File: src/rtl/instr_loader_pkg.sv
// instr_loader_pkg: shared frame widths and FSM state encoding
package instr_loader_pkg;
  localparam int FRAME_BITS = 16;
  localparam int OPCODE_W = 4;
  localparam int INSTR_W = 12;
  typedef enum logic [1:0] {IDLE = 2'd0, SHIFT = 2'd1, COMMIT = 2'd2} state_t;
endpackage

File: src/rtl/instr_loader_sync_edge.sv
// instr_loader_sync_edge: multi-flop synchronizer with a rising-edge pulse on the synchronized output
module instr_loader_sync_edge #(
  parameter int STAGES = 2
) (
  input  logic clk,
  input  logic rst_n,
  input  logic din,
  output logic rise
);
  logic [STAGES-1:0] sr;
  logic              q;
  // Shift the raw pin through the chain and remember the last synchronized value
  always_ff @(posedge clk or negedge rst_n)
    if (!rst_n) begin
      sr <= '0;
      q  <= 1'b0;
    end else begin
      sr <= {sr[STAGES-2:0], din};
      q  <= sr[STAGES-1];
    end
  assign rise = sr[STAGES-1] & ~q;
endmodule

File: src/rtl/instr_loader.sv
// instr_loader: synchronizes a serial instruction link and commits 16-bit frames as opcode/instr
module instr_loader
  import instr_loader_pkg::*;
#(
  parameter int SYNC_STAGES = 2,
  parameter int FRAME_BITS = 16
) (
  input  logic                clk,
  input  logic                rst_n,
  input  logic                ser_clk,
  input  logic                ser_data,
  input  logic                ser_frame,
  input  logic                btn_in,
  output logic [OPCODE_W-1:0] opcode,
  output logic [INSTR_W-1:0]  instr,
  output logic                inst_done,
  output logic                btn_edge,
  output logic                frame_err
);
  if (FRAME_BITS != instr_loader_pkg::FRAME_BITS) begin : g_bad_frame
    $error("instr_loader: FRAME_BITS must be 16");
  end
  if (SYNC_STAGES < 2 || SYNC_STAGES > 3) begin : g_bad_sync
    $error("instr_loader: SYNC_STAGES must be 2 or 3");
  end
  localparam logic [4:0] FULL = 5'(FRAME_BITS);
  state_t                  state, state_n;
  logic [SYNC_STAGES-1:0]  frame_sr, data_sr;
  logic                    frame_s, data_s, frame_q, pend;
  logic                    clk_rise, btn_rise, bit_ev, err_n;
  logic [FRAME_BITS-1:0]   shreg, shreg_n;
  logic [4:0]              cnt, cnt_n;
  logic                    ovr, ovr_n;
  instr_loader_sync_edge #(.STAGES(SYNC_STAGES)) u_clk_sync (.clk(clk), .rst_n(rst_n), .din(ser_clk), .rise(clk_rise));
  instr_loader_sync_edge #(.STAGES(SYNC_STAGES)) u_btn_sync (.clk(clk), .rst_n(rst_n), .din(btn_in), .rise(btn_rise));
  assign frame_s = frame_sr[SYNC_STAGES-1];
  assign data_s  = data_sr[SYNC_STAGES-1];
  assign bit_ev  = clk_rise & frame_s;
  // Data and frame take the same depth as ser_clk so a bit event sees its own data bit
  always_ff @(posedge clk or negedge rst_n)
    if (!rst_n) begin
      frame_sr <= '0;
      data_sr  <= '0;
      frame_q  <= 1'b0;
    end else begin
      frame_sr <= {frame_sr[SYNC_STAGES-2:0], ser_frame};
      data_sr  <= {data_sr[SYNC_STAGES-2:0], ser_data};
      frame_q  <= frame_s;
    end
  // FSM state register
  always_ff @(posedge clk or negedge rst_n)
    if (!rst_n) state <= IDLE;
    else state <= state_n;
  // Next state and next frame datapath; a bit coinciding with frame start becomes bit 0
  always_comb begin
    state_n = state;
    shreg_n = shreg;
    cnt_n   = cnt;
    ovr_n   = ovr;
    err_n   = 1'b0;
    case (state)
      IDLE:
        if (frame_s && (!frame_q || pend)) begin
          state_n = SHIFT;
          shreg_n = {{(FRAME_BITS-1){1'b0}}, data_s & bit_ev};
          cnt_n   = {4'd0, bit_ev};
          ovr_n   = 1'b0;
        end
      SHIFT:
        if (!frame_s) begin
          state_n = (cnt == FULL && !ovr) ? COMMIT : IDLE;
          err_n   = !(cnt == FULL && !ovr);
        end else if (bit_ev) begin
          ovr_n   = ovr | (cnt == FULL);
          shreg_n = (cnt == FULL) ? shreg : {shreg[FRAME_BITS-2:0], data_s};
          cnt_n   = (cnt == FULL) ? cnt : cnt + 5'd1;
        end
      default: state_n = IDLE;
    endcase
  end
  // Frame datapath, committed outputs and one-cycle pulses; a frame rising during COMMIT is held in pend
  always_ff @(posedge clk or negedge rst_n)
    if (!rst_n) begin
      shreg     <= '0;
      cnt       <= '0;
      ovr       <= 1'b0;
      pend      <= 1'b0;
      opcode    <= '0;
      instr     <= '0;
      inst_done <= 1'b0;
      btn_edge  <= 1'b0;
      frame_err <= 1'b0;
    end else begin
      shreg     <= shreg_n;
      cnt       <= cnt_n;
      ovr       <= ovr_n;
      pend      <= (state == COMMIT) && frame_s && !frame_q;
      inst_done <= state == COMMIT;
      btn_edge  <= btn_rise;
      frame_err <= err_n;
      if (state == COMMIT) {opcode, instr} <= shreg;
    end
endmodule

File: config.mk
export PLATFORM = sky130hd
export DESIGN_NAME = instr_loader
export DESIGN_NICKNAME = d
export VERILOG_FILES = /design/src/rtl/instr_loader_pkg.sv /design/src/rtl/instr_loader_sync_edge.sv /design/src/rtl/instr_loader.sv
export SDC_FILE = /design/constraint.sdc
export NUM_CORES = 1
export LEC_CHECK = 0
export CAP_MARGIN = 20
export CORE_MARGIN = 5
export CORE_UTILIZATION = 50
export CTS_BUF_LIST = sky130_fd_sc_hd__clkbuf_4
export DETAILED_ROUTE_END_ITERATION = 8
export GPL_TIMING_DRIVEN = 0
export PLACE_DENSITY = 0.83
export SLEW_MARGIN = 0
export SYNTH_ARGS = -nofsm -noshare
export SYNTH_HDL_FRONTEND = slang
export SYNTH_SLANG_ARGS = --single-unit
File: constraint.sdc
create_clock -name clk -period 4.2 [get_ports clk]
set_input_delay 0.84 -clock clk [delete_from_list [all_inputs] [get_ports clk]]
set_output_delay 0.84 -clock clk [all_outputs]
set_load 0.02 [all_outputs]
* After elaboration in Yosys (flattened, before gate mapping)
Index checks and enable logic that the tools add are counted.
Widths: inputs -> output; s select.
** Storage, ports and cells
- Input port bits :: 6
- Memories kept :: 0
- Bits in latches :: 0
- Bits in writable memories :: 0
- Logic and storage cells :: 66
- ROM bits :: 0
- Output and inout bits :: 19
- Register bits :: 55
** Operators by class
- Mux-type cells :: 20
- Reductions and logical operators :: 13
- $mul :: 0
- Equal/unequal tests :: 8
- Bitwise operators :: 7
- $lt $le $gt $ge :: 0
- Shifts and indexed selects :: 0
- Add/sub/neg operators :: 1
- Div/mod/pow operators :: 0
** Operators by type and width (count)
- $mux 16 :: 4
- $pmux 16 s2 :: 1
- $mux 5 :: 4
- $ne 2x2->1 const B :: 5
- $pmux 5 s2 :: 1
- $mux 2 :: 3
- $add 5x1->5 const B :: 1
- $eq 5x5->1 const B :: 1
- $mux 1 :: 5
- $reduce_and 5->1 :: 1
- $and 1x1->1 :: 4
- $logic_and 1x1->1 :: 4
- $pmux 2 s2 :: 1
- $reduce_and 4->1 :: 1
- $logic_not 1->1 :: 3
- $eq 2x1->1 const B :: 1
- $eq 2x2->1 const B :: 1
- $logic_not 2->1 :: 1
- $not 1->1 :: 2
- $pmux 1 s2 :: 1
- $reduce_and 2->1 :: 1
- $reduce_bool 2->1 :: 1
- $logic_or 1x1->1 :: 1
- $or 1x1->1 :: 1

* Longest topological paths before layout
- Depth in word-level cells :: 6
- Mapped depth :: 8
- Mapped depth without buffers :: 6

* Hierarchy
From an unflattened synthesis, not the netlist that was laid out.
** Second synthesis, totals
- Cells, all modules :: 191
- Area, all modules :: 2148.3 um^2
** Modules (own cells, without submodules)
- instr_loader :: instances 1, area an instance 1970.6 um^2, sequential area each 1226.2 um^2, cells each 183
- instr_loader_sync_edge :: instances 2, area an instance 88.8 um^2, sequential area each 75.1 um^2, cells each 4

* Worst setup path after synthesis
Ideal clock, no wire load.
- Path type :: flip-flop to flip-flop
- From :: register cnt[0]
- To :: register shreg[10]
- Arrival time :: 1473 ps
- Stages on the path, launching flop included :: 9
- Path buffers :: 2
- Clock period less this slack :: 1594 ps
- Data required time :: 4079 ps
- Setup time :: 121 ps
- Path slack :: 2606 ps
- Cell sequence :: dfrtp_1 -> inv_1 -> ha_1 -> nand4bb_1 -> nand2_2 -> a21o_1 -> buf_6 -> buf_6 -> a22o_1
** On the way
- Longest elaborated chain between the ends :: 3
** Ends and longest elaborated chain
- from (decl) :: line instr_loader.sv:32 : logic [4:0] cnt, cnt_n;
- from (signal assigned) :: line instr_loader.sv:95 : cnt <= cnt_n;
- $eq 5x5->1 :: line instr_loader.sv:75 : shreg_n = (cnt == FULL) ? shreg : {shreg[FRAME_BITS-2:0], data_s};
- $ne 2x2->1 (no line)
- $reduce_and 5->1 (no line)
- to (signal assigned) :: line instr_loader.sv:94 : shreg <= shreg_n;
- to (decl) :: line instr_loader.sv:31 : logic [FRAME_BITS-1:0] shreg, shreg_n;
Every way passes these cells.
A chain may end at the register's enable or synchronous reset.

* Worst setup path in the final report
- From :: register instr[2]
- To :: output port instr[2]
** RTL lines
- from (decl) :: line instr_loader.sv:15 : output logic [INSTR_W-1:0] instr,
- from (signal assigned) :: line instr_loader.sv:101 : if (state == COMMIT) {opcode, instr} <= shreg;
No word-level cell between the ends.

==> impl_results.md <==
- Outcome: finished clean
- Die Span Y: between 70 and 80 µm
- Worst path max stage delay: between 0.6 and 0.7 ns
- FF-to-FF Start: cnt[0]$_DFFE_PN0P_
- Core footprint: roughly 4000 µm²
- Antenna violations before repair: 0
- Grt total ovfl: 0
- Post-Syn Nets: roughly 150
- Layout area overhead: 18.16%
- RSZ-0062 raised after global routing: no
- Register area share after synthesis: 0.6748
- Largest net degree at the start of global routing: 30
- P_leak: around 1.2 nW
- Peak VDD IR: 183.1 µV
- Count of state elements after synthesis: between 50 and 60
- Vias: ~1,200
- Syn Inst Count: around 140
- Most common cell in the netlist: dfrtp_1
- Kind of critical path: register to output pin
- Rows: 23
- Max Fclk: between 400 and 500 MHz
- Top_reg_cell synth: dfrtp_1
- Fin. Hold Viols: 0
- Crit share post-route: 0.5267
- CTS max path bufs: 2
- Iter 0 DRT Violations: between 60 and 70
- Clock latency on the worst-skew pair: around 0.37 ns
- Slew margin rel.: 0.5673
- Synth cell count leaders: 55 x dfrtp_1, 17 x a22o_1, 15 x mux2_2, 6 x nand2_1, 5 x inv_1
- Layout Nets: about 180
- Min-delay worst type: register to register
- R2R depth: 7
- CTS H-Tree Depth: 2
- R2R Setup Slk: 2.34 ns
- YS warnings: 0
- All-Layer GR Usage: 0.1465
- Max-slew violations: 0
- Avg Vias per Cell: between 5 and 6
- Worst-Margin Slew: approximately 0.65 ns
- Die footprint: ~5500 µm²
- Peak fanout along the critical path: 2
- Crit path required time: between 3 and 4 ns
- Post_cts resized: 0
- Crit end category: output pin
- Hold Buf Count CTS: 0
- ANT nets after route: 0
- Post-synth top area share: 0.6748
- Minimum clock period: about 2.2 ns
- Cell family with most CP delay: buffers and inverters
- Synth cell types: 30
- Synthesized area: between 2000 and 2500 µm²
- Clock skew: ~0.016 ns
- Synth top area cells: dfrtp_1 67%, mux2_2 8.3%, a22o_1 7.3%, ha_1 1.2%, buf_6 1.1%
- Port bufs: 24
- Layout cells sized above 1: 0.1667
- Placed wire-length estimate: about 2.5 mm
- # fillers: roughly 320
- Synth async-reset ratio: 1.000
- Drt pass-1 iters: 4
- CTS tree: built
- Startpoint types: register
- EDFF count, synth: 0
- Root Driver: clkbuf_4
- Reg-to-reg endpoint: shreg[10]$_DFFE_PN0P_
- Drt wl/cell: approximately 16 µm
- Critical-path cell list: clkdlybuf4s50_1
- Sink Count: between 50 and 60
- CP Launch Point: instr[2]$_DFFE_PN0N_
- Setup violations, final: 0
- Drc violations: 0
- Design area: around 2400 µm²
- Vias in the first global route: between 1,000 and 1,500
- Data arrival time of the critical path: between 1 and 1.5 ns
- Crit path capture: instr[2]
- Crit path depth: 1
- WP buf/inv: 1
- Worst path slowest cell: clkdlybuf4s50_1
- Cts bufs inserted: 5
- I/O Pins: 25
- PD cells: 347.6 nW/µm²
- Detailed Route WL: 3.485 mm
- Global-route wire length before repair: 6.051 mm
- Clk slew on worst S/H paths: roughly 0.15 ns
- Setup Buffers After CTS: 0
- Avg Cell Area, Syn: roughly 14 µm²
- Placed inst area: about 2400 µm²
- TNS Setup: 0 ns
- Maxcap violations: 0
- # diodes: 0
- Initial core utilization: 0.5135
- Placer Congestion: approximately 0.86
- Die X: between 70 and 80 µm
- Area leader, netlist: dfrtp_1
-- metrics by stage --
stage	std cells	power, mW	worst slack, ns	util	hold slack [ns]
3_3_place_gp	215	0.6264	0.8595	0.5898	0.3323
3_5_place_dp	216	0.6331	2.376	0.5936	0.3396
4_1_cts	224	0.8467	1.965	0.6068	0.3706
5_1_grt	224	0.8815	1.917	0.6068	0.3780
2_1_floorplan	141	0.6029	2.606	-	0.3312
6_report	224	0.8377	1.988	0.6068	0.3664
-- where the power goes --
group          switching (mW)  internal (mW)  total, mW
combinational          0.0341         0.0275     0.0616
sequential             0.0145          0.546      0.561
clock                   0.153         0.0617      0.215
total                   0.202          0.636      0.838
-- worst reg2reg max path: stages (launching register included) --
cell and delay [ns]:
dfrtp_1 0.42, inv_1 0.07, ha_1 0.20, nand4bb_1 0.20
nand2_2 0.11, nor2_1 0.39, buf_4 0.27, a22o_1 0.15
-- state kept, by name (all words and copies together) (netlist names), 2 cells and up --
register and count:
cnt 5, data_sr 2, frame_sr 2, instr 12, opcode 4, shreg 16, state 2, u_btn_sync.sr 2
u_clk_sync.sr 2
-- how the worst min path moves through the flow --
stage	endpoint	start	cells after the start	slack (ns)
after global placement	frame_sr[1]$_DFF_PN0_	frame_sr[0]$_DFF_PN0_	0	0.33
after floorplan	data_sr[1]$_DFF_PN0_	data_sr[0]$_DFF_PN0_	0	0.33
after global routing	u_btn_sync.sr[1]$_DFF_PN0_	u_btn_sync.sr[0]$_DFF_PN0_	0	0.38
after detailed placement	u_clk_sync.sr[1]$_DFF_PN0_	u_clk_sync.sr[0]$_DFF_PN0_	0	0.34
after CTS	u_clk_sync.sr[1]$_DFF_PN0_	u_clk_sync.sr[0]$_DFF_PN0_	0	0.37
final	u_btn_sync.sr[1]$_DFF_PN0_	u_btn_sync.sr[0]$_DFF_PN0_	0	0.37
-- routing by layer --
layer / global-route usage / vias up / routed length (µm)
met3: 0.04378 / 6 / 137
met2: 0.2274 / 22 / 1788
met1: 0.1908 / 635 / 1506
met5: 0 / - / 0
li1: - / 567 / -
met4: 0.06237 / 0 / 53
-- logic make-up (layout without fill, tap and decap cells) --
family          count (synthesis)  count (layout)  share of synthesized area
buf+inv                        12              45                    0.03252
compound gates                 27              27                     0.1086
simple gates                   28              28                    0.07914
mux                            17              17                    0.09264
flops                          55              55                     0.6748
fa+ha+maj                       2               2                    0.01227
-- layout by cell type, fill, tap and decap left out, drive strengths merged, types with 3 or more instances in the layout --
cell type      count
nand2b             3
buf                7
clkbuf             7
nand2              7
nor2               3
mux2              15
inv                5
dfrtp             55
clkdlybuf4s50     23
a22o              17
nor3               3
-- cell type report --
cell class,count,area (µm²),area share
clock buffer,5,37.54,0.01558
tap,50,62.56,0.02596
clock inverter,3,15.01,0.006231
inverter,5,18.77,0.007788
timing repair buffer,25,255.2,0.1059
buffer,7,47.55,0.01973
sequential,55,1376,0.5711
multi-input combinational,74,596.8,0.2477
Power figures use the tool's default switching activity.
